==> src/rtl/spi_reg_ctrl.sv <==
// rtl/spi_reg_ctrl.sv - register read/write sequencer feeding a full-duplex AXIS SPI master
// Frames {rw, addr} plus REG_BYTES data bytes, one byte in flight, and collects the MISO bytes.
module spi_reg_ctrl #(
    parameter int DATA_WIDTH = 8,
    parameter int REG_BYTES  = 2,
    parameter int SLAVE_NUM  = 1,
    localparam int SW        = (SLAVE_NUM > 1) ? $clog2(SLAVE_NUM) : 1,
    localparam int RW        = REG_BYTES * DATA_WIDTH
) (
    input  logic                  clk_i,
    input  logic                  arstn_i,
    input  logic                  req_valid_i,
    output logic                  req_ready_o,
    input  logic                  req_rw_i,
    input  logic [DATA_WIDTH-2:0] req_addr_i,
    input  logic [RW-1:0]         req_wdata_i,
    input  logic [SW-1:0]         req_slave_i,
    output logic                  rsp_valid_o,
    input  logic                  rsp_ready_i,
    output logic [RW-1:0]         rsp_rdata_o,
    output logic                  rsp_err_o,
    output logic [SW-1:0]         addr_o,
    output logic [DATA_WIDTH-1:0] m_axis_tdata_o,
    output logic                  m_axis_tvalid_o,
    input  logic                  m_axis_tready_i,
    input  logic [DATA_WIDTH-1:0] s_axis_tdata_i,
    input  logic                  s_axis_tvalid_i,
    output logic                  s_axis_tready_o
);
    typedef enum logic [1:0] {IDLE, SEND, RECV, DONE} state_t;

    localparam logic [2:0] LAST = 3'(REG_BYTES);

    state_t                state_q, state_d;
    logic                  req_ready_q, req_ready_d;
    logic                  rw_q, rw_d;
    logic [RW-1:0]         wdata_q, wdata_d;
    logic [RW-1:0]         rdata_q, rdata_d;
    logic                  rsp_valid_q, rsp_valid_d;
    logic                  err_q, err_d;
    logic [SW-1:0]         addr_q, addr_d;
    logic                  tvalid_q, tvalid_d;
    logic [DATA_WIDTH-1:0] tdata_q, tdata_d;
    logic [2:0]            cnt_q, cnt_d;

    always_comb begin
        state_d     = state_q;
        req_ready_d = req_ready_q;
        rw_d        = rw_q;
        wdata_d     = wdata_q;
        rdata_d     = rdata_q;
        rsp_valid_d = rsp_valid_q;
        err_d       = err_q;
        addr_d      = addr_q;
        tvalid_d    = tvalid_q;
        tdata_d     = tdata_q;
        cnt_d       = cnt_q;
        unique case (state_q)
            IDLE: begin
                if (req_valid_i) begin
                    rw_d        = req_rw_i;
                    addr_d      = req_slave_i;
                    wdata_d     = req_wdata_i;
                    rdata_d     = '0;
                    err_d       = 1'b0;
                    tdata_d     = {req_rw_i, req_addr_i};
                    tvalid_d    = 1'b1;
                    cnt_d       = 3'd0;
                    req_ready_d = 1'b0;
                    state_d     = SEND;
                end
            end
            SEND: begin
                // MISO data can only be legitimate once our byte has been handed over
                if (s_axis_tvalid_i) begin
                    err_d = 1'b1;
                end
                if (m_axis_tready_i) begin
                    tvalid_d = 1'b0;
                    state_d  = RECV;
                end
            end
            RECV: begin
                if (s_axis_tvalid_i) begin
                    if (cnt_q != 3'd0) begin
                        rdata_d = (rdata_q << DATA_WIDTH) | RW'(s_axis_tdata_i);
                    end
                    if (cnt_q == LAST) begin
                        rsp_valid_d = 1'b1;
                        state_d     = DONE;
                    end else begin
                        cnt_d    = cnt_q + 3'd1;
                        // wdata_q is consumed MSB-first by shifting it left after each byte
                        tdata_d  = rw_q ? '0 : wdata_q[RW-1 -: DATA_WIDTH];
                        wdata_d  = wdata_q << DATA_WIDTH;
                        tvalid_d = 1'b1;
                        state_d  = SEND;
                    end
                end
            end
            DONE: begin
                if (s_axis_tvalid_i) begin
                    err_d = 1'b1;
                end
                if (rsp_ready_i) begin
                    rsp_valid_d = 1'b0;
                    req_ready_d = 1'b1;
                    state_d     = IDLE;
                end
            end
            default: state_d = IDLE;
        endcase
    end

    always_ff @(posedge clk_i or negedge arstn_i) begin
        if (!arstn_i) begin
            state_q     <= IDLE;
            req_ready_q <= 1'b1;
            rw_q        <= 1'b0;
            wdata_q     <= '0;
            rdata_q     <= '0;
            rsp_valid_q <= 1'b0;
            err_q       <= 1'b0;
            addr_q      <= '0;
            tvalid_q    <= 1'b0;
            tdata_q     <= '0;
            cnt_q       <= 3'd0;
        end else begin
            state_q     <= state_d;
            req_ready_q <= req_ready_d;
            rw_q        <= rw_d;
            wdata_q     <= wdata_d;
            rdata_q     <= rdata_d;
            rsp_valid_q <= rsp_valid_d;
            err_q       <= err_d;
            addr_q      <= addr_d;
            tvalid_q    <= tvalid_d;
            tdata_q     <= tdata_d;
            cnt_q       <= cnt_d;
        end
    end

    assign req_ready_o     = req_ready_q;
    assign rsp_valid_o     = rsp_valid_q;
    assign rsp_rdata_o     = rdata_q;
    assign rsp_err_o       = err_q;
    assign addr_o          = addr_q;
    assign m_axis_tdata_o  = tdata_q;
    assign m_axis_tvalid_o = tvalid_q;
    assign s_axis_tready_o = 1'b1;
endmodule
==> config.mk <==
export PLATFORM = sky130hd
export DESIGN_NAME = spi_reg_ctrl
export DESIGN_NICKNAME = d
export VERILOG_FILES = /design/src/rtl/spi_reg_ctrl.sv
export SDC_FILE = /design/constraint.sdc
export NUM_CORES = 1
export LEC_CHECK = 0
export ABC_AREA = 0
export BUFFER_PORTS_ARGS = -buffer_cell sky130_fd_sc_hd__buf_2
export CORE_UTILIZATION = 25
export CTS_BUF_LIST = sky130_fd_sc_hd__clkbuf_4 sky130_fd_sc_hd__clkbuf_8
export DETAILED_ROUTE_END_ITERATION = 8
export PLACE_DENSITY_LB_ADDON = 0.12
export SETUP_SLACK_MARGIN = 0.15
export SLEW_MARGIN = 10
export SYNTH_ARGS = -nofsm -noshare
export SYNTH_HDL_FRONTEND = slang
export SYNTH_SLANG_ARGS = --single-unit
==> constraint.sdc <==
create_clock -name clk_i -period 3.8 [get_ports clk_i]
set_input_delay 0.19 -clock clk_i [delete_from_list [all_inputs] [get_ports clk_i]]
set_output_delay 0.19 -clock clk_i [all_outputs]
set_load 0.02 [all_outputs]
Word-level counts from Yosys, hierarchy flattened:

Cells that the tools add are included.
W data, S select, Z words.

* register bits after elaboration: 51
* bits in latches: 0
* RAM bits: 0
* ROM bits: 0
* input port bits: 39
* output and inout bits: 30
* word-level logic and storage cells: 78
* memories: 0

* $add $sub $neg: 1
* multipliers: 0
* div/mod/pow operators: 0
* magnitude comparators: 0
* equality and inequality tests: 12
* shift operators: 0
* muxes and demuxes: 37
* bitwise operators: 1
* reductions and logical operators: 16

Operators by type and width (number)
* $mux W16: 6
* $pmux W16 S2: 2
* $mux W8: 4
* $or A16 B8 Y16: 1
* $pmux W8 S2: 1
* $reduce_and A4 Y1: 4
* $ne A2 B2 Y1 const B: 7
* $mux W1: 10
* $mux W2: 5
* $mux W3: 3
* $pmux W2 S4: 1
* $reduce_bool A2 Y1: 4
* $pmux W1 S2: 3
* $pmux W3 S2: 1
* $reduce_and A3 Y1: 2
* $reduce_bool A3 Y1: 2
* $reduce_and A5 Y1: 1
* $eq A2 B2 Y1 const B: 2
* $add A3 B1 Y3 const B: 1
* $eq A3 B2 Y1 const B: 1
* $pmux W1 S3: 1
* $eq A2 B1 Y1 const B: 1
* $logic_not A2 Y1: 1
* $ne A2 B1 Y1 const B: 1
* other kinds (2): 2

Longest topological paths before layout:

* word-level depth: 4
* depth in mapped cells: 8
* gate-level depth less buffers: 6

Worst setup path before layout:

OpenSTA, ideal clock, no wires.

* path kind: flip-flop to flip-flop
* start point: register cnt_q[0]
* end point: register wdata_q[3]
* library setup time: 0.121 ns
* data arrival time: 1.553 ns
* data required time: 3.679 ns
* path slack: 2.126 ns
* cell stages (with the launch flop): 9
* path buffers: 2
* clock period less this slack: 1.674 ns
* cells stage by stage: dfrtp_1 -> inv_1 -> ha_1 -> nand2b_4 -> a31oi_4 -> or2_1 -> buf_6 -> buf_6 -> a22o_1

* word-level cells in the longest chain between the ends: 3

Ends and longest elaborated chain
* start, declared: line 44 `logic [2:0] cnt_q, cnt_d;`
* start signal, assigned: line 139 `cnt_q <= cnt_d;`
* $eq A3 B2 Y1: line 88 `if (cnt_q == LAST) begin`
* $ne A2 B2 Y1 (no line)
* $reduce_and A4 Y1 (no line)
* end signal, assigned: line 132 `wdata_q <= wdata_d;`
* end, declared: line 37 `logic [RW-1:0] wdata_q, wdata_d;`

Every way passes these cells.
A chain may end at the register's enable or synchronous reset.

Final worst setup path:

* start point: register cnt_q[0]
* end point: register tdata_q[2] (netlist: m_axis_tdata_o[2])

* word-level cells in the longest chain between the ends: 3

Ends and longest elaborated chain
* $eq A3 B2 Y1: line 88
* $ne A2 B2 Y1 (no line)
* $reduce_and A4 Y1 (no line)
* end signal, assigned: line 138 `tdata_q <= tdata_d;`
* end, declared: line 43 `logic [DATA_WIDTH-1:0] tdata_q, tdata_d;`

Every way passes these cells.

==> metrics.md <==
| Metric | Value |
|---|---|
| Outcome | `finished, violations left` |
| Failing checks | `negative hold slack` |
| Clock Skew | `0.00859 ns` |
| Setup Buffers After CTS | `0` |
| Relative slew slack | `44.9%` |
| Final cycle utilization of the critical path | `64.8%` |
| Min Clock Period, post-route | `2.46 ns` |
| Initial DRC count | `45` |
| Core area | `0.00872 mm²` |
| Flop pwr share | `42.0%` |
| Pwr Density | `822 mW/mm²` |
| DRC | `0` |
| Die footprint | `0.00936 mm²` |
| Clk sinks | `51` |
| Port buffer count | `67` |
| Crit path largest cell delay | `0.72 ns` |
| Fmax | `0.406 GHz` |
| Startpoint types | `register` |
| Clock power share | `17.3%` |
| Critical Path RT | `3.99 ns` |
| Worst vdd ir | `0.182 mV` |
| Cts bufs inserted | `5` |
| Netlist Area Pre-Place | `0.00224 mm²` |
| Comb pwr share | `40.6%` |
| Net Sw Frac | `40.0%` |
| Top FF cell, synth | `dfrtp_1` |
| Pint | `1.37 mW` |
| Post-route antenna net violation count | `0` |
| CP arrival | `2.66 ns` |
| Initial antenna violation count | `0` |
| Clock-pin slew on the worst setup and hold paths | `0.10 ns` |
| DR vias | `1,731` |
| # nets final | `300` |
| Crit end category | `register` |
| Final hold violation count | `2` |
| Unrepaired setup endpoints after global routing | `no` |
| Most frequent cells after synthesis | `dfrtp_1 (50), o21ai_0 (34), a22o_1 (24)` |
| Die Ht | `96.7 µm` |
| Dpl hpwl | `3640 µm` |
| Die width | `96.7 µm` |
| Leading post-synthesis cells by cell area | `dfrtp_1 (56%), a22o_1 (9.4%), o21ai_0 (7.6%)` |
| Finished Layout Cells | `367` |
| Crit. Startpoint | `cnt_q[0]$_DFFE_PN0P_` |
| GRT Overall Usage | `12.2%` |
| Kind of critical path | `reg -> reg` |
| Max-Cap Viols | `0` |
| First-pass GRT wire length | `9010 µm` |
| Drt wl/cell | `14.7 µm` |
| Layout Area Growth over Synthesis | `23.4%` |
| Synth Area per Inst | `11.6 µm²` |
| Top-count cell post-synth | `dfrtp_1` |
| Share of the synthesized area in the top cell type | `55.8%` |
| Post-Place Cell Area | `0.00266 mm²` |
| Hold slack final | `-0.00643 ns` |
| Max clock buf depth | `2` |
| Final TNS setup | `0 ns` |
| First-pass DRT Iterations | `4` |
| Worst reg2reg endpoint | `m_axis_tdata_o[2]$_DFFE_PN0P_` |
| Vias in the first global route | `1,780` |
| GPL Wtd Cong | `0.681` |
| Slew @ Worst Pin | `0.826 ns` |
| Io pins | `69` |
| CTS Hold Bufs | `0` |
| LEAKAGE | `1.36 nW` |
| Hold Path Class | `in -> async` |
| Total gr overflow | `0` |
| Mapped Cells | `193` |
| Flops & latches, synth | `51` |
| Root buffer cell | `clkbuf_8` |
| Crit-path slowest cell | `or2_1` |
| Layout cells sized above 1 | `34.0%` |
| Crit path cell chain | `inv_1, ha_1, nand2b_4, a31oi_4, or2_1, mux2_1` |
| Final Max Slew Viols | `0` |
| Ys async rst share | `100%` |
| Worst path top cell family by delay | `simple AND/OR/NAND/NOR gates` |
| Final wirelength | `5400 µm` |
| Cell taking the most area after synthesis | `dfrtp_1` |
| CTS H-tree lvls | `2` |
| Clock Latency Late Sink | `0.30 ns` |
| CTS tree | `built` |
| Setup crit end | `m_axis_tdata_o[2]$_DFFE_PN0P_` |
| Buf+Inv Stages, Crit Path | `1` |
| Cells after DPL | `359` |
| Crit path depth | `6` |
| Fin area | `0.00277 mm²` |
| Post_cts resized | `0` |
| Sequential share of the synthesized area | `56.9%` |
| NetSw | `0.911 mW` |
| Unique masters post-synth | `34` |
| Yosys synthesis warning count | `0` |
| Initial Util | `25.7%` |
| R2R Setup Slk | `1.34 ns` |
| Max FO, Critical Path | `24` |
| Largest net degree at the start of global routing | `52` |
| Antenna fix cells | `0` |
| Worst reg-to-reg path cell count | `6` |
| EDFF count, synth | `0` |
| Reg2reg start | `cnt_q[0]$_DFFE_PN0P_` |
| Mapped Nets | `235` |
| Final setup viols | `0` |
| DR vias/cell | `4.72` |
| Row cnt | `34` |
placed cells by master (no fill, tap or decap), drive strengths merged, types with 3 or more instances in the layout:
master / count
a21o: 3
a21oi: 4
a22o: 24
a22oi: 8
buf: 71
clkbuf: 7
dfrtp: 50
ha: 3
inv: 6
mux2: 3
mux2i: 8
nand2: 9
nand3: 3
nor2: 11
o21ai: 34
flip-flops by register name (all words and copies together), names as in the netlist:
signal,cells
rsp_rdata_o,16
wdata_q,16
m_axis_tdata_o,8
cnt_q,3
state_q,2
addr_o,1
m_axis_tvalid_o,1
req_ready_o,1
rsp_err_o,1
rsp_valid_o,1
rw_q,1
how the worst min path moves through the flow:
stage / depth (start not counted) / startpoint / to
floorplan: 0 / arstn_i / addr_o$_DFFE_PN0P_
global placement: 2 / arstn_i / rsp_rdata_o[11]$_DFFE_PN0P_
detailed placement: 2 / arstn_i / rsp_rdata_o[11]$_DFFE_PN0P_
CTS: 2 / arstn_i / rw_q$_DFFE_PN0P_
global route: 2 / arstn_i / rsp_rdata_o[10]$_DFFE_PN0P_
finish: 2 / arstn_i / rsp_valid_o$_DFFE_PN0P_
area by class of cell:
type / instances / area [µm²]
Clock inverter: 1 / 30.0
Timing Repair Buffer: 71 / 365
Sequential cell: 51 / 1280
Tap cell: 108 / 135
Fill cell: 921 / 5950
Clock buffer: 7 / 83.8
Multi-Input combinational cell: 123 / 855
Inverter: 6 / 22.5
power by group through the flow:
stage,registers [mW],clock network [mW],logic (mW)
after CTS,0.962,0.412,0.947
after global routing,0.997,0.430,1.03
after floorplan,1.07,0,0.553
after global placement,0.972,0,0.936
final,0.957,0.394,0.925
after detailed placement,0.975,0,0.943
per-layer routing:
metal  vias up  track usage [%]  share of wire [%]
met5         -                0                  0
met4         0             3.10                1.0
met3         4             3.40                3.8
met2        46             20.8                 49
met1       852             15.1                 46
li1        829                -                  -
kinds of logic after synthesis:
family	share of synthesized area (%)
compound gates	25.1
fa+ha+maj	1.67
buf+inv	4.96
flops	56.9
mux	5.08
other cells	0.167
simple gates	6.08
metrics by stage:
step | hold WS, ns | setup WS [ns] | power [mW] | util, %
floorplan | -0.106 | 2.13 | 1.63 | -
global placement | 0.379 | 1.38 | 1.91 | 30.4
detailed placement | 0.377 | 1.33 | 1.92 | 30.4
CTS | 0.0362 | 1.31 | 2.32 | 31.8
global route | 0.0671 | 1.17 | 2.45 | 31.8
finish | -0.00643 | 1.34 | 2.28 | 31.8
No activity file was read; power rests on OpenSTA's default activity.
